<file path="config.mk">
export PLATFORM = sky130hd
export DESIGN_NAME = score_sequencer
export DESIGN_NICKNAME = d
export VERILOG_FILES = /design/src/rtl/score_sequencer.sv
export SDC_FILE = /design/constraint.sdc
export NUM_CORES = 1
export LEC_CHECK = 0
export CORE_UTILIZATION = 40
export CTS_CLUSTER_DIAMETER = 60
export DETAILED_ROUTE_END_ITERATION = 7
export PLACE_DENSITY_LB_ADDON = 0.08
export SLEW_MARGIN = 20
export SYNTH_ARGS = -nofsm -noshare
export SYNTH_HDL_FRONTEND = slang
export SYNTH_SLANG_ARGS = --single-unit
</file>
<file path="constraint.sdc">
create_clock -name clk -period 6.2 [get_ports clk]
set_input_delay 1.55 -clock clk [delete_from_list [all_inputs] [get_ports clk]]
set_output_delay 1.55 -clock clk [all_outputs]
set_load 0.05 [all_outputs]
</file>
<file path="src/rtl/score_sequencer.sv">
// score_sequencer: per-note controller around the combinational scorer.
// It fetches each goal note from the chart and waits for a key press or a
// miss timeout. It then holds the press/goal pair on sc_* for the scorer and
// commits the scorer outputs into saturating running totals.
// Ports: clk/rst (sync, active-high), start/abort control, total_note,
//   game_time, press_* key input, chart_* fetch handshake, sc_* scorer
//   interface (feedback out, results in), total_score/combo/note_cnt/acc/
//   level results, busy/done status.
// Optional: define MAX_COMBO_EN to add the max_combo output.
module score_sequencer #(
  parameter int CLOCK_W   = 21,
  parameter int OCTAVE_W  = 2,
  parameter int NOTE_W    = 4,
  parameter int LENGTH_W  = 3,
  parameter int MISS_WIN  = 188,
  parameter int EARLY_WIN = 188,
  parameter int TOTAL_W   = 24
) (
  input  logic                clk,
  input  logic                rst,
  input  logic                start,
  input  logic                abort,
  input  logic [20:0]         total_note,
  input  logic [CLOCK_W-1:0]  game_time,
  input  logic                press_valid,
  input  logic [OCTAVE_W-1:0] press_octave,
  input  logic [NOTE_W-1:0]   press_note,
  input  logic [LENGTH_W-1:0] press_length,
  output logic                chart_req,
  output logic [20:0]         chart_idx,
  input  logic                chart_valid,
  input  logic [CLOCK_W-1:0]  chart_clock,
  input  logic [OCTAVE_W-1:0] chart_octave,
  input  logic [NOTE_W-1:0]   chart_note,
  input  logic [LENGTH_W-1:0] chart_length,
  output logic [CLOCK_W-1:0]  sc_clock,
  output logic [OCTAVE_W-1:0] sc_octave,
  output logic [NOTE_W-1:0]   sc_note,
  output logic [LENGTH_W-1:0] sc_length,
  output logic [CLOCK_W-1:0]  sc_goal_clock,
  output logic [OCTAVE_W-1:0] sc_goal_octave,
  output logic [NOTE_W-1:0]   sc_goal_note,
  output logic [LENGTH_W-1:0] sc_goal_length,
  output logic [20:0]         sc_last_combo,
  output logic [20:0]         sc_now_cnt,
  output logic [20:0]         sc_total_note,
  output logic [20:0]         sc_last_base_score,
  input  logic [20:0]         sc_base_score,
  input  logic [20:0]         sc_bonus_score,
  input  logic [20:0]         sc_combo,
  input  logic [20:0]         sc_acc,
  input  logic [2:0]          sc_level,
  output logic [TOTAL_W-1:0]  total_score,
  output logic [20:0]         combo,
  output logic [20:0]         note_cnt,
  output logic [20:0]         acc,
  output logic [2:0]          level,
`ifdef MAX_COMBO_EN
  output logic [20:0]         max_combo,
`endif
  output logic                busy,
  output logic                done
);

  typedef enum logic [2:0] {
    S_IDLE,
    S_FETCH,
    S_WAIT,
    S_JUDGE,
    S_COMMIT,
    S_DONE
  } state_t;

  state_t state;
  state_t nxt;

  logic [20:0] total_lat;
  logic [20:0] base_acc;
  logic        miss;

  // Goal-side window arithmetic is one bit wider so it cannot wrap.
  logic [CLOCK_W:0] gt_ext;
  logic [CLOCK_W:0] goal_ext;
  logic [CLOCK_W:0] early_lim;
  logic [CLOCK_W:0] late_lim;
  logic             in_win;
  logic             late;
  logic             take_press;
  logic             take_miss;

  logic [20:0]        cnt_inc;
  logic               last_note;
  logic [21:0]        base_sum;
  logic [20:0]        base_nxt;
  logic [TOTAL_W+1:0] tot_sum;
  logic [TOTAL_W-1:0] tot_nxt;

  assign gt_ext    = {1'b0, game_time};
  assign goal_ext  = {1'b0, sc_goal_clock};
  assign early_lim = gt_ext + (CLOCK_W+1)'(EARLY_WIN);
  assign late_lim  = goal_ext + (CLOCK_W+1)'(MISS_WIN);
  assign in_win    = early_lim >= goal_ext;
  assign late      = gt_ext > late_lim;

  assign take_press = press_valid && in_win;
  assign take_miss  = !press_valid && late;

  assign cnt_inc   = note_cnt + 21'd1;
  assign last_note = cnt_inc == total_lat;

  // Saturating sums: any carry out of the register width clamps to all-ones.
  assign base_sum = {1'b0, base_acc} + {1'b0, sc_base_score};
  assign base_nxt = base_sum[21] ? '1 : base_sum[20:0];

  assign tot_sum = {2'b00, total_score}
                 + (TOTAL_W+2)'(sc_base_score)
                 + (TOTAL_W+2)'(sc_bonus_score);
  assign tot_nxt = (|tot_sum[TOTAL_W+1:TOTAL_W])
                 ? '1 : tot_sum[TOTAL_W-1:0];

  assign chart_idx          = note_cnt;
  assign sc_last_combo      = combo;
  assign sc_now_cnt         = note_cnt;
  assign sc_total_note      = total_lat;
  assign sc_last_base_score = base_acc;

  always_comb begin
    nxt = state;
    if (abort) begin
      nxt = S_IDLE;
    end else begin
      unique case (state)
        S_IDLE, S_DONE: begin
          if (start) begin
            nxt = (total_note == '0) ? S_DONE : S_FETCH;
          end
        end
        S_FETCH: begin
          if (chart_valid) nxt = S_WAIT;
        end
        S_WAIT: begin
          if (take_press)     nxt = S_JUDGE;
          else if (take_miss) nxt = S_COMMIT;
        end
        S_JUDGE:  nxt = S_COMMIT;
        S_COMMIT: nxt = last_note ? S_DONE : S_FETCH;
        default:  nxt = S_IDLE;
      endcase
    end
  end

  always_ff @(posedge clk) begin
    if (rst) begin
      state          <= S_IDLE;
      chart_req      <= 1'b0;
      busy           <= 1'b0;
      done           <= 1'b0;
      total_lat      <= '0;
      base_acc       <= '0;
      miss           <= 1'b0;
      total_score    <= '0;
      combo          <= '0;
      note_cnt       <= '0;
      acc            <= 21'd10000;
      level          <= 3'd1;
      sc_clock       <= '0;
      sc_octave      <= '0;
      sc_note        <= '0;
      sc_length      <= '0;
      sc_goal_clock  <= '0;
      sc_goal_octave <= '0;
      sc_goal_note   <= '0;
      sc_goal_length <= '0;
`ifdef MAX_COMBO_EN
      max_combo      <= '0;
`endif
    end else begin
      state     <= nxt;
      chart_req <= nxt == S_FETCH;
      busy      <= (nxt == S_FETCH) || (nxt == S_WAIT)
                || (nxt == S_JUDGE) || (nxt == S_COMMIT);
      done      <= nxt == S_DONE;
      if (!abort) begin
        unique case (state)
          S_IDLE, S_DONE: begin
            if (start) begin
              total_lat   <= total_note;
              total_score <= '0;
              combo       <= '0;
              note_cnt    <= '0;
              base_acc    <= '0;
`ifdef MAX_COMBO_EN
              max_combo   <= '0;
`endif
            end
          end
          S_FETCH: begin
            if (chart_valid) begin
              sc_goal_clock  <= chart_clock;
              sc_goal_octave <= chart_octave;
              sc_goal_note   <= chart_note;
              sc_goal_length <= chart_length;
            end
          end
          S_WAIT: begin
            if (take_press) begin
              miss      <= 1'b0;
              sc_clock  <= game_time;
              sc_octave <= press_octave;
              sc_note   <= press_note;
              sc_length <= press_length;
            end else if (take_miss) begin
              // Inverted note guarantees a zero-score judgement.
              miss      <= 1'b1;
              sc_clock  <= game_time;
              sc_octave <= sc_goal_octave;
              sc_note   <= ~sc_goal_note;
              sc_length <= sc_goal_length;
            end
          end
          S_COMMIT: begin
            note_cnt <= cnt_inc;
            acc      <= sc_acc;
            level    <= sc_level;
            if (miss) begin
              combo <= '0;
            end else begin
              combo       <= sc_combo;
              base_acc    <= base_nxt;
              total_score <= tot_nxt;
`ifdef MAX_COMBO_EN
              if (sc_combo > max_combo) max_combo <= sc_combo;
`endif
            end
          end
          default: begin
          end
        endcase
      end
    end
  end

endmodule
</file>
# ---- Word level (Yosys, flattened, before mapping)
# Cells that the tools add are included.
# W data, S select, Z words.
dict set report classes {
  add_sub_neg 6
  n_mux 29
  n_reduce_logical 18
  bitwise 2
  eq_ne 13
  magnitude_cmp 2
}
# op n
set ops {}
lappend ops {{$mux W21} 6}
lappend ops {{$pmux W21 S2} 3}
lappend ops {{$mux W24} 3}
lappend ops {{$pmux W24 S2} 1}
lappend ops {{$add A21 B8 Y22 const B} 2}
lappend ops {{$mux W3} 9}
lappend ops {{$add A25 B21 Y26} 1}
lappend ops {{$add A24 B21 Y25} 1}
lappend ops {{$add A21 B21 Y22} 1}
lappend ops {{$ge A22 B21 Y1} 1}
lappend ops {{$gt A21 B22 Y1} 1}
lappend ops {{$add A21 B1 Y21 const B} 1}
lappend ops {{$eq A21 B21 Y1} 1}
lappend ops {{$logic_not A21 Y1} 1}
lappend ops {{$pmux W3 S5} 1}
lappend ops {{$eq A3 B2 Y1 const B} 4}
lappend ops {{$eq A3 B3 Y1 const B} 4}
lappend ops {{$reduce_and A3 Y1} 4}
lappend ops {{$mux W4} 2}
lappend ops {{$eq A3 B1 Y1 const B} 2}
lappend ops {{$mux W2} 2}
lappend ops {{$ne A2 B2 Y1 const B} 2}
lappend ops {{$not A4 Y4} 1}
lappend ops {{$reduce_and A4 Y1} 1}
lappend ops {{other kinds (9)} 15}
dict set report totals {
  input_bits 174
  elab_cells 90
  output_inout_bits 258
  ff_bits 199
}

# ---- Depth between registers and ports, before layout
# Gate-level depths: netlist of the first run.
dict set report logic_depth {
  ltp_word 11
  depth_mapped 16
  mapped_depth_nobuf 15
}

# ---- Worst setup path before layout of the first run
# Ideal clock, no wire load.
dict set report synth_path {
  kind {input-to-reg}
  startpoint {input game_time[2]}
  endpoint {register sc_octave[0]}
  setup_time_ps 123
  path_slack_ps 2010
  n_path_buf 1
  arrival_ps 4067
  stages 13
  required_ps 6077
  cell_sequence {o41ai_2 > nand2b_1 > nand4_1 > nor2_1 > xor2_1 > ha_1 > a21oi_1 > o21ai_0 > a311o_1 > a211oi_2 > buf_4 > mux2i_1 > o21ai_1}
}
dict set report synth_between {
  elab_chain_cells 5
  elab_cells_between_ends 8
  classes_between {add/sub: 1; order compare: 2; mux: 1; reduce/logical: 4}
}
# element line
set synth_lines {}
lappend synth_lines {{start: declaration} 24} ;# input logic [CLOCK_W-1:0] game_time,
lappend synth_lines {{$add A21 B8 Y22} 100} ;# assign early_lim = gt_ext + (CLOCK_W+1)'(EARLY_WIN);
lappend synth_lines {{$ge A22 B21 Y1} 102} ;# assign in_win = early_lim >= goal_ext;
lappend synth_lines {{$logic_and A1 B1 Y1} 105} ;# assign take_press = press_valid && in_win;
lappend synth_lines {{$reduce_bool A2 Y1 (no source line)} --}
lappend synth_lines {{$reduce_and A3 Y1 (no source line)} --}
lappend synth_lines {{end signal: assignment} 209} ;# sc_octave <= press_octave;
lappend synth_lines {{end signal: assignment} 216} ;# sc_octave <= sc_goal_octave;
lappend synth_lines {{end: declaration} 37} ;# output logic [OCTAVE_W-1:0] sc_octave,
# Parallel ways exist; a longest one is shown, timed or not.
# A chain may end at the register's enable or synchronous reset.

# ---- Final worst setup path of the first run
dict set report layout_path {
  startpoint {input game_time[2]}
  endpoint {register sc_clock[7]}
}
dict set report layout_between {
  elab_chain_cells 5
  elab_cells_between_ends 8
  classes_between {add/sub: 1; order compare: 2; mux: 1; reduce/logical: 4}
}
# element line
set layout_lines {}
lappend layout_lines {{$add A21 B8 Y22} 100}
lappend layout_lines {{$ge A22 B21 Y1} 102}
lappend layout_lines {{$logic_and A1 B1 Y1} 105}
lappend layout_lines {{$reduce_bool A2 Y1 (no source line)} --}
lappend layout_lines {{$reduce_and A3 Y1 (no source line)} --}
lappend layout_lines {{end signal: assignment} 208} ;# sc_clock <= game_time;
lappend layout_lines {{end signal: assignment} 215} ;# sc_clock <= game_time;
lappend layout_lines {{end: declaration} 36} ;# output logic [CLOCK_W-1:0] sc_clock,
# Parallel ways exist; a longest one is shown, timed or not.

==> results of run 1 <==
## state kept, by name, summed over array words and instances (netlist names)
name and cells:
miss 1, sc_goal_octave 2, busy 1, sc_goal_note 4, sc_goal_length 3, sc_last_base_score 21, combo 21, chart_req 1
sc_length 3, sc_total_note 21, state 3, done 1, sc_note 4, sc_clock 21, acc 21, chart_idx 21
sc_octave 2, sc_goal_clock 21, total_score 24, level 3
## logic make-up (layout without fill, tap and decap cells)
logic type               Yosys count  in the layout  share of synthesized area, %
buffers and inverters            214            539                         8.384
AND/OR/NAND/NOR                  552            552                         19.51
multiplexers                      31             31                         2.382
adder cells (fa/ha/maj)          108            108                         11.70
flip-flops                       199            199                         30.58
AO/OA/AOI/OAI                    445            445                         21.40
XOR/XNOR                          90             90                         6.050
other                              0              1                             0
## through the flow
| step | std cells | util [%] |
|---|---|---|
| 2_1_floorplan | 1639 | - |
| 3_3_place_gp | 2367 | 54.05 |
| 3_5_place_dp | 2367 | 54.05 |
| 4_1_cts | 2399 | 55.88 |
| 5_1_grt | 2400 | 55.89 |
| 6_report | 2400 | 55.89 |
## worst max-delay path, cell delays in order
cell,delay [ps]
clkdlybuf4s50_1,510
o41ai_2,480
nand2b_1,230
nand4_1,190
nor2_1,70
xor2_1,140
ha_1,310
a21oi_1,140
o21ai_0,90
a311o_1,370
a211oi_4,230
buf_4,320
a21oi_2,90
buf_4,280
mux2i_1,160
## Yosys cell counts, types with 4 or more instances
library cell,count,share of area (%)
and3_1,18,0.86
a21o_1,17,0.98
nand2_1,278,8.0
ha_1,85,8.2
a21oi_1,207,8.0
o31ai_1,7,0.40
or2_2,4,0.19
and4_1,6,0.40
o2111ai_1,4,0.27
buf_2,15,0.58
dfxtp_1,199,31
o21ai_0,60,2.3
o21bai_1,4,0.23
buf_1,6,0.17
a311oi_1,7,0.47
xnor2_1,51,3.4
a41oi_1,10,0.67
nand4b_1,4,0.27
nand3_1,60,2.3
o21a_1,9,0.52
nor4_1,17,0.82
a31o_2,4,0.27
xor2_1,39,2.6
a31oi_1,16,0.77
buf_4,68,3.9
nor3_1,26,1.0
clkbuf_1,64,1.8
nor2b_1,9,0.43
fa_1,23,3.5
nand4_1,26,1.2
a211oi_1,46,2.7
inv_1,59,1.7
o211ai_1,9,0.52
o31a_1,4,0.27
nor2_1,73,2.1
nand2b_1,10,0.48
mux2i_1,31,2.4
or3_1,6,0.29
## layout by cell type, fill, tap and decap left out, types with 6 or more instances in the layout
cell	n
clkbuf_16	17
nand2b_1	10
nor2_1	72
o31ai_1	7
xor2_1	39
a41oi_1	10
ha_1	85
xnor2_1	51
dfxtp_1	199
a21oi_1	207
o21a_1	9
nand2_1	278
nand3_1	58
clkdlybuf4s50_1	430
o211ai_1	9
mux2i_1	31
a31oi_1	16
inv_1	58
buf_4	17
nor3_1	26
o21ai_0	60
nand4_1	26
nor4_1	16
a311oi_1	7
and3_1	18
a21o_1	17
fa_1	23
nor2b_1	8
or3_1	6
a211oi_1	46
and4_1	6
## layout make-up
type	instances	area, sq um
fillers	2972	14030
multi-input cells	1226	7995
repair buffers	448	4443
flip-flops and latches	199	3984
well taps	435	544.3
clock buffers	21	460.4
inverters	59	222.7
clock inverters	11	121.4
diodes	1	2.502
## worst paths after layout
kind                                               startpoint                        to  slack [ps]  depth (start not counted)
worst max register to register  sc_goal_clock[2]$_SDFFE_PP0P_  sc_clock[3]$_SDFFE_PP0P_        1940                         16
worst min-delay path                     acc[11]$_SDFFE_PP0P_      acc[11]$_SDFFE_PP0P_         450                          2
worst min register to register           acc[11]$_SDFFE_PP0P_      acc[11]$_SDFFE_PP0P_         450                          2
worst max-delay path                             game_time[2]  sc_clock[7]$_SDFFE_PP0P_        1340                         15
## routing by layer
layer	up-vias	share of wire (%)	global-route usage [%]
li1	6367	-	-
met1	6157	43	31.71
met2	425	48	43.69
met3	44	6.3	5.887
met4	0	2.1	7.630
met5	-	0	0
## power groups by stage
stage               clock network, mW  registers, mW  logic (mW)
finish                           1.15           1.32       0.691
global route                     1.23           1.32       0.755
CTS                              1.18           1.32       0.690
detailed placement                  0           1.35       0.684
global placement                    0           1.35       0.679
floorplan                           0           1.41       0.349
==> impl_results.md, run 1 <==
* Pre-CTS setup slack at 915.0 ps
* Maximum buffer depth of the clock tree at 2
* Die area at 0.03330 sq mm
* Worst slew pin tran at 988.2 ps
* Post-CTS Setup Inserts at 0
* Total length of routed wires at ~43000 um
* Slew Viols, Final at 0
* Antenna viol nets, final at 0
* Placed inst area at roughly 0.017 sq mm
* Vias at 12993
* Die Height at approximately 180 um
* Hold Buf Count CTS at 0
* #FFs+latches synth at about 200
* Netlist cell types at 72
* Row count at 65
* Die W at approximately 180 um
* Fin area at around 0.018 sq mm
* Hold Path Class: flop to flop
* Logic pwr share at 21.9%
* Crit-path max FO at 22
* VDD IR max at approximately 0.21 mV
* Sequential Power Share at 41.8%
* Ys Warns at 0
* Syn avg cell area at 7.949 sq um
* Area of the core at 0.03180 sq mm
* All-Layer GR Usage at approximately 26%
* RSZ-0062 raised after global routing: false
* Synth Instances at between 1500 and 2000
* Clk pwr share at 36.3%
* GRT overflow at 0
* Fraction of registers with async set/reset at 0%
* Num Clock Sinks at around 200
* PD cells at around 180 mW/mm^2
* First drt pass iteration count at 5
* Slew margin rel. at about a third
* CP arrival at 5180 ps
* Crit path kind: input pin to flop
* Syn_nets at 1921
* Setup ws final at 1341 ps
* Initial antenna violation count at 1
* Most used flip-flop cell after synthesis: dfxtp_1
* RePlAce Congestion at about 0.9
* CP required at approximately 6500 ps
* Endpoints failing hold at 0
* Vias per cell at between 5 and 6
* Crit path capture type: flop
* Outcome: complete, no violations
* Area growth syn-to-layout at 36.42%
* TritonCTS clock tree: yes
* Residual DRC at 0
* Number of enable flip-flop cells after synthesis at 0
* Register area share after synthesis at roughly 31%
* Worst Skew at 13.63 ps
* Switching share of power at about 30%
* CTS resizes at 0
* CTS root buffer: clkbuf_16
* Post-layout nets at approximately 2200
* Clock-pin slew on the worst setup and hold paths at 70 ps
* Total of max-cap violations at 0
* Layout cell share with drive strength beyond 1 at 3.971%
* TritonCTS Buffers at 17
* P_sw at around 0.94 mW
* Drt wl/cell at between 15 and 20 um
* Worst skew pair latency at roughly 450 ps
* Worst Setup Start Kind: input pin
* I/O pin count at between 400 and 500
* H-Tree Depth at 4
* Final hold slack at 454.1 ps
* Tmin final at roughly 4900 ps
* Int Power at between 2 and 2.5 mW
* Fmax at around 200 MHz
* Largest net degree at the start of global routing at roughly 70
* Global-route wire length before repair at between 60000 and 70000 um
* DRC violation total after the first TritonRoute iteration at 680
* Final setup fails at 0
* Tcrit/Tclk final at between 70% and 80%
* Post-route setup TNS at 0 ps
* Leakage power at 6.389 nW
* Initial Utilization at between 40% and 50%
* Mapped Area at roughly 0.013 sq mm
* Tot Pwr at between 3 and 4 mW
* DP HPWL at between 30000 and 40000 um
* I/O Buffers at 431
* Number of global-route vias before repair at approximately 12000
Note: power is estimated with default switching activity, not from simulation.
==> run 2, diff against run 1 <==
==> constraint.sdc (replaced) <==
create_clock -name clk -period 4.8 [get_ports clk]
set_input_delay 1.2 -clock clk [delete_from_list [all_inputs] [get_ports clk]]
set_output_delay 1.2 -clock clk [all_outputs]
set_load 0.05 [all_outputs]
==> impl_results.md, run 2 (synthesis gave the netlist of run 1 again) <==
* Outcome: complete, no violations
* Hold Path Cell Cnt at 2 (unchanged)
* Tcrit/Tclk final at 88.70%
* Fmax at around 230 MHz
* Total length of routed wires at 43150 um (about the same)
* Leakage power at 6.457 nW (+1.1%)
* CTS root buffer: clkbuf_16
* Crit path kind: input pin to flop
* Crit path capture type: flop
* Die W at 182.5 um (unchanged)
* Post-layout nets at 2247 (+0.63%)
* Biggest register: total_score
* CP required at 5120 ps (-1400 ps)
* Worst r2r src: sc_goal_clock[2]$_SDFFE_PP0P_
* Worst Setup Start Kind: input pin
* Worst Skew at 9.507 ps (-4.120 ps)
* Initial antenna violation count at 0 (-1)
* Global-route wire length before repair at 67560 um (+0.60%)
* RSZ-0062 raised after global routing: false
* Hold endpoint: acc[11]$_SDFFE_PP0P_
* All-Layer GR Usage at 25.59% (+0.066 points)
* Hold Path Class: flop to flop
* Slew margin rel. at 32.83% (+0.41 points)
* Largest net degree at the start of global routing at 84 (+22%)
* Vias per cell at 5.384 (-0.55%)
* Post-CTS Setup Inserts at 0 (unchanged)
* Clock-pin slew on the worst setup and hold paths at 70 ps (about the same)
* Row count at 65 (unchanged)
* Tmin final at between 4000 and 5000 ps
* Drt wl/cell at 17.90 um (-0.32%)
* Worst r2r path cells at 17 (+1)
* Worst slew pin tran at 982.2 ps (-5.983 ps)
* Hold Buf Count CTS at 0 (unchanged)
* Endpoints failing hold at 0 (unchanged)
* Hold Crit Start: acc[11]$_SDFFE_PP0P_
* Area of the core at 0.03180 sq mm (unchanged)
* DRC violation total after the first TritonRoute iteration at 850 (+25%)
* CP arrival at 4580 ps (-600 ps)
* I/O pin count at 432 (unchanged)
* Number of flip-flops in the largest register at 24 (unchanged)
* RePlAce Congestion at 0.9122 (+1.0%)
* FF-to-FF setup slack at 710 ps (-1230 ps)
* DP HPWL at 32300 um (+0.23%)
* First drt pass iteration count at 7 (+2)
* GRT overflow at 0 (unchanged)
* VDD IR max at 0.2487 mV (+21%)
* Inserted Diodes at 0 (-1)
* Final setup fails at 0 (unchanged)
* I/O Buffers at 431 (unchanged)
* Crit path from: game_time[2]
* Layout cell share with drive strength beyond 1 at 4.506% (+0.53 points)
* Residual DRC at 0 (unchanged)
* PD cells at 229.7 mW/mm^2 (+29%)
* R2r endpoint: sc_clock[5]$_SDFFE_PP0P_
* Area growth syn-to-layout at 37.41%
* Maximum buffer depth of the clock tree at 2 (unchanged)
* Most frequent cells in the layout: clkdlybuf4s50_1 (430), nand2_1 (278), a21oi_1 (207)
* Die Height at 182.5 um (unchanged)
* TritonCTS Buffers at 17 (unchanged)
* Total of max-cap violations at 0 (unchanged)
* CTS resizes at 0 (unchanged)
* Antenna viol nets, final at 0 (unchanged)
* H-Tree Depth at 4 (unchanged)
* TritonCTS clock tree: yes
* Commonest non-fill, non-tap cell in the layout: clkdlybuf4s50_1
* Final core utilization at 56.30% (+0.41 points)
* Crit-path max FO at 22 (unchanged)
* Number of global-route vias before repair at 12533 (+1.3%)
* Initial Utilization at 40.97% (unchanged)
* Vias at 12975 (-0.14%)
* Post-route setup TNS at 0 ps (unchanged)
* Num Clock Sinks at 199 (unchanged)
* Slew Viols, Final at 0 (unchanged)
* Die area at 0.03330 sq mm (unchanged)
* Worst skew pair latency at 440 ps (about the same)
* Tot Pwr at 4.112 mW (+30%)
## run 2: cell count changes in the layout (fill, tap and decap cells not counted), moves of 2 or more
cell and change:
buf_12 +2, buf_4 +12, clkinv_2 -4, clkinvlp_4 +2, inv_6 -2
## run 2: where the power goes
group / leakage, nW / switching [mW] / internal (mW) / total, mW
clock: 0.273 / 0.665 / 0.839 / 1.50
sequential: 1.61 / 0.0283 / 1.68 / 1.70
combinational: 4.58 / 0.512 / 0.391 / 0.903
total: 6.46 / 1.21 / 2.91 / 4.11
## run 2: per-stage QoR
step | hold WS [ps] | cells | setup slack, ps | area (sq um)
finish | 451.2 | 2410 | 542.4 | 17900
global route | 475.7 | 2410 | 277.9 | 17900
CTS | 457.2 | 2410 | 561.1 | 17900
detailed placement | 447.1 | 2381 | 92.87 | 17320
global placement | 441.6 | 2381 | 167.6 | 17320
floorplan | 518.0 | 1639 | 960.4 | 13030
## run 2: worst max-delay path by stage
stage / end / slack, ps
global route: sc_note[1]$_SDFFE_PP0P_ / 280
floorplan: sc_octave[0]$_SDFFE_PP0P_ / 960
global placement: sc_clock[20]$_SDFFE_PP0P_ / 170
detailed placement: sc_length[0]$_SDFFE_PP0P_ / 90
finish: sc_note[0]$_SDFFE_PP0P_ / 540
CTS: sc_length[0]$_SDFFE_PP0P_ / 560
## run 2: final cells by class
type	instances	area, sq um
Tap cell	435	544.3
Sequential cell	199	3984
Multi-Input combinational cell	1226	7995
Fill cell	2944	13900
Clock buffer	21	460.4
Clock inverter	8	125.1
Timing Repair Buffer	462	4573
Inverter	59	221.5
## run 2: worst max-delay path, stage by stage
cell,delay [ps]
clkdlybuf4s50_1,580
inv_1,100
ha_1,230
nand2_1,100
a21oi_1,100
buf_4,160
nand2b_1,180
nor3_1,240
xor2_1,180
ha_1,260
a21oi_1,140
a21boi_0,160
a211oi_4,300
buf_12,210
a211o_1,290
o21ai_0,140
## run 2: metal layers
metal	global-route usage, %	wire length (um)
met5	0	0
met4	6.891	780
met3	5.468	2817
met2	44.15	20890
met1	32.07	18650
==> run 3, diff against run 2 <==
==> constraint.sdc (replaced) <==
create_clock -name clk -period 4.3 [get_ports clk]
set_input_delay 1.075 -clock clk [delete_from_list [all_inputs] [get_ports clk]]
set_output_delay 1.075 -clock clk [all_outputs]
set_load 0.05 [all_outputs]
==> impl_results.md, run 3 (synthesis gave the netlist of run 1 again) <==
* Final setup fails at 0 (unchanged)
* Vias at 13229 (+2.0%)
* Post-CTS Setup Inserts at 0 (unchanged)
* Clock-pin slew on the worst setup and hold paths at 80 ps (about the same)
* Tot Pwr at 4.798 mW (+17%)
* Tmin final at 4005 ps
* All-Layer GR Usage at 25.85% (+0.26 points)
* Worst skew pair latency at 450 ps (about the same)
* CTS resizes at 0 (unchanged)
* Slew margin rel. at 29.42% (-3.4 points)
* Endpoints failing hold at 0 (unchanged)
* Final Instance Count excl. Fillers at 2462 (+2.2%)
* Number of global-route vias before repair at 12734 (+1.6%)
* CTS root buffer: clkbuf_16
* Commonest non-fill, non-tap cell in the layout: clkdlybuf4s50_1
* VDD IR max at 0.2785 mV (+12%)
* Maximum buffer depth of the clock tree at 2 (unchanged)
* Crit-path max FO at 8 (-64%)
* Die W at 182.5 um (unchanged)
* RSZ-0062 raised after global routing: false
* Crit path capture type: flop
* Crit path kind: input pin to flop
* Total of max-cap violations at 0 (unchanged)
* Fmax at approximately 250 MHz
* Biggest register: total_score
* Global-route wire length before repair at 68040 um (+0.71%)
* Fillers at 2971 (+0.92%)
* Post-layout nets at 2294 (+2.1%)
* Reg area at 0.003984 sq mm (unchanged)
* Area of the multi-input gates at 0.007995 sq mm (unchanged)
* Die Height at 182.5 um (unchanged)
* CP arrival at 4340 ps (-240 ps)
* Worst Skew at 11.37 ps (+1.868 ps)
* Antenna viol nets, final at 0 (unchanged)
* Total length of routed wires at 43540 um (+0.90%)
* TritonCTS Buffers at 17 (unchanged)
* Tcrit/Tclk final at approximately 93%
* Worst Setup Start Kind: input pin
* Largest net degree at the start of global routing at 94 (+12%)
* First drt pass iteration count at 5 (-2)
* Vias per cell at 5.373 (-0.20%)
* Outcome: complete, no violations
* Layout cell share with drive strength beyond 1 at 6.914% (+2.4 points)
* RePlAce Congestion at 0.9255 (+1.5%)
* Residual DRC at 0 (unchanged)
* Initial Utilization at 40.97% (unchanged)
* Initial antenna violation count at 2 (+2)
* Hold Buf Count CTS at 0 (unchanged)
* PD cells at 261.9 mW/mm^2 (+14%)
* Worst slew pin tran at 1059 ps (+76.57 ps)
* H-Tree Depth at 4 (unchanged)
* Num Clock Sinks at 199 (unchanged)
* Area growth syn-to-layout at 40.61%
* I/O Buffers at 431 (unchanged)
* CP required at 4640 ps (-480 ps)
* Number of flip-flops in the largest register at 24 (unchanged)
* Hold Path Class: flop to flop
* DRC violation total after the first TritonRoute iteration at 836 (-1.6%)
* Area of the core at 0.03180 sq mm (unchanged)
* DP HPWL at 33050 um (+2.3%)
* Placed cells at 2428 (+2.0%)
* TritonCTS clock tree: yes
* GRT overflow at 0 (unchanged)
* Row count at 65 (unchanged)
* Drt wl/cell at 17.68 um (-1.2%)
* Die area at 0.03330 sq mm (unchanged)
* Slew Viols, Final at 0 (unchanged)
* I/O pin count at 432 (unchanged)
* Most frequent cells in the layout: clkdlybuf4s50_1 (430), nand2_1 (278), a21oi_1 (207)
* Leakage power at 6.721 nW (+4.1%)
## run 3: cell count changes in the layout (fill, tap and decap cells not counted), sizes merged
cell      change
inv           +4
clkinv        +1
bufinv        +2
clkbuf        -2
buf          +47
diode         +2
clkinvlp      -2
## run 3: critical path: stages
cell and delay [ps]:
clkdlybuf4s50_1 460, o41ai_2 480, nand2b_1 150, nand4_1 160, nor2_1 70, xor2_1 140
ha_1 310, a21oi_1 150, o21ai_0 90, a311o_1 370, a211oi_4 220, buf_4 180
buf_4 180, mux2i_1 200, o21ai_0 80
## run 3: report_power, final
part / switching, mW / internal (mW)
combinational: 0.579 / 0.473
clock: 0.786 / 1.06
sequential: 0.0313 / 1.87
## run 3: metal layers
layer / global-route usage [%] / vias to the layer above / share of wire, %
met5: 0 / - / 0
met4: 8.672 / 0 / 2.2
met3: 5.328 / 58 / 6.0
met2: 44.60 / 426 / 48
met1: 31.88 / 6235 / 43
li1: - / 6510 / -
## run 3: layout make-up
class | instances | area share (%)
flip-flops and latches | 199 | 21.75
clock inverters | 13 | 1.168
inverters | 59 | 1.209
repair buffers | 509 | 26.82
clock buffers | 19 | 2.418
well taps | 435 | 2.971
diodes | 2 | 0.02732
multi-input cells | 1226 | 43.64
## run 3: path summary, 6_finish.rpt
check	start	to	slack [ps]	cells after the start
max	game_time[2]	sc_length[1]$_SDFFE_PP0P_	300	15
min	acc[11]$_SDFFE_PP0P_	acc[11]$_SDFFE_PP0P_	460	2
max reg2reg	sc_goal_clock[2]$_SDFFE_PP0P_	sc_clock[14]$_SDFFE_PP0P_	450	17
min reg2reg	acc[11]$_SDFFE_PP0P_	acc[11]$_SDFFE_PP0P_	460	2
## run 3: through the flow
step	setup WS, ps	cell area [sq um]	TNS [ps]	hold WS (ps)	util (%)
3_3_place_gp	-84.13	17660	-1393	441.8	55.53
3_5_place_dp	-151.2	17660	-3052	445.9	55.53
4_1_cts	324.0	18320	0	456.4	57.60
5_1_grt	83.90	18320	0	479.2	57.61
2_1_floorplan	585.4	13030	0	518.0	-
6_report	295.1	18320	0	455.6	57.61
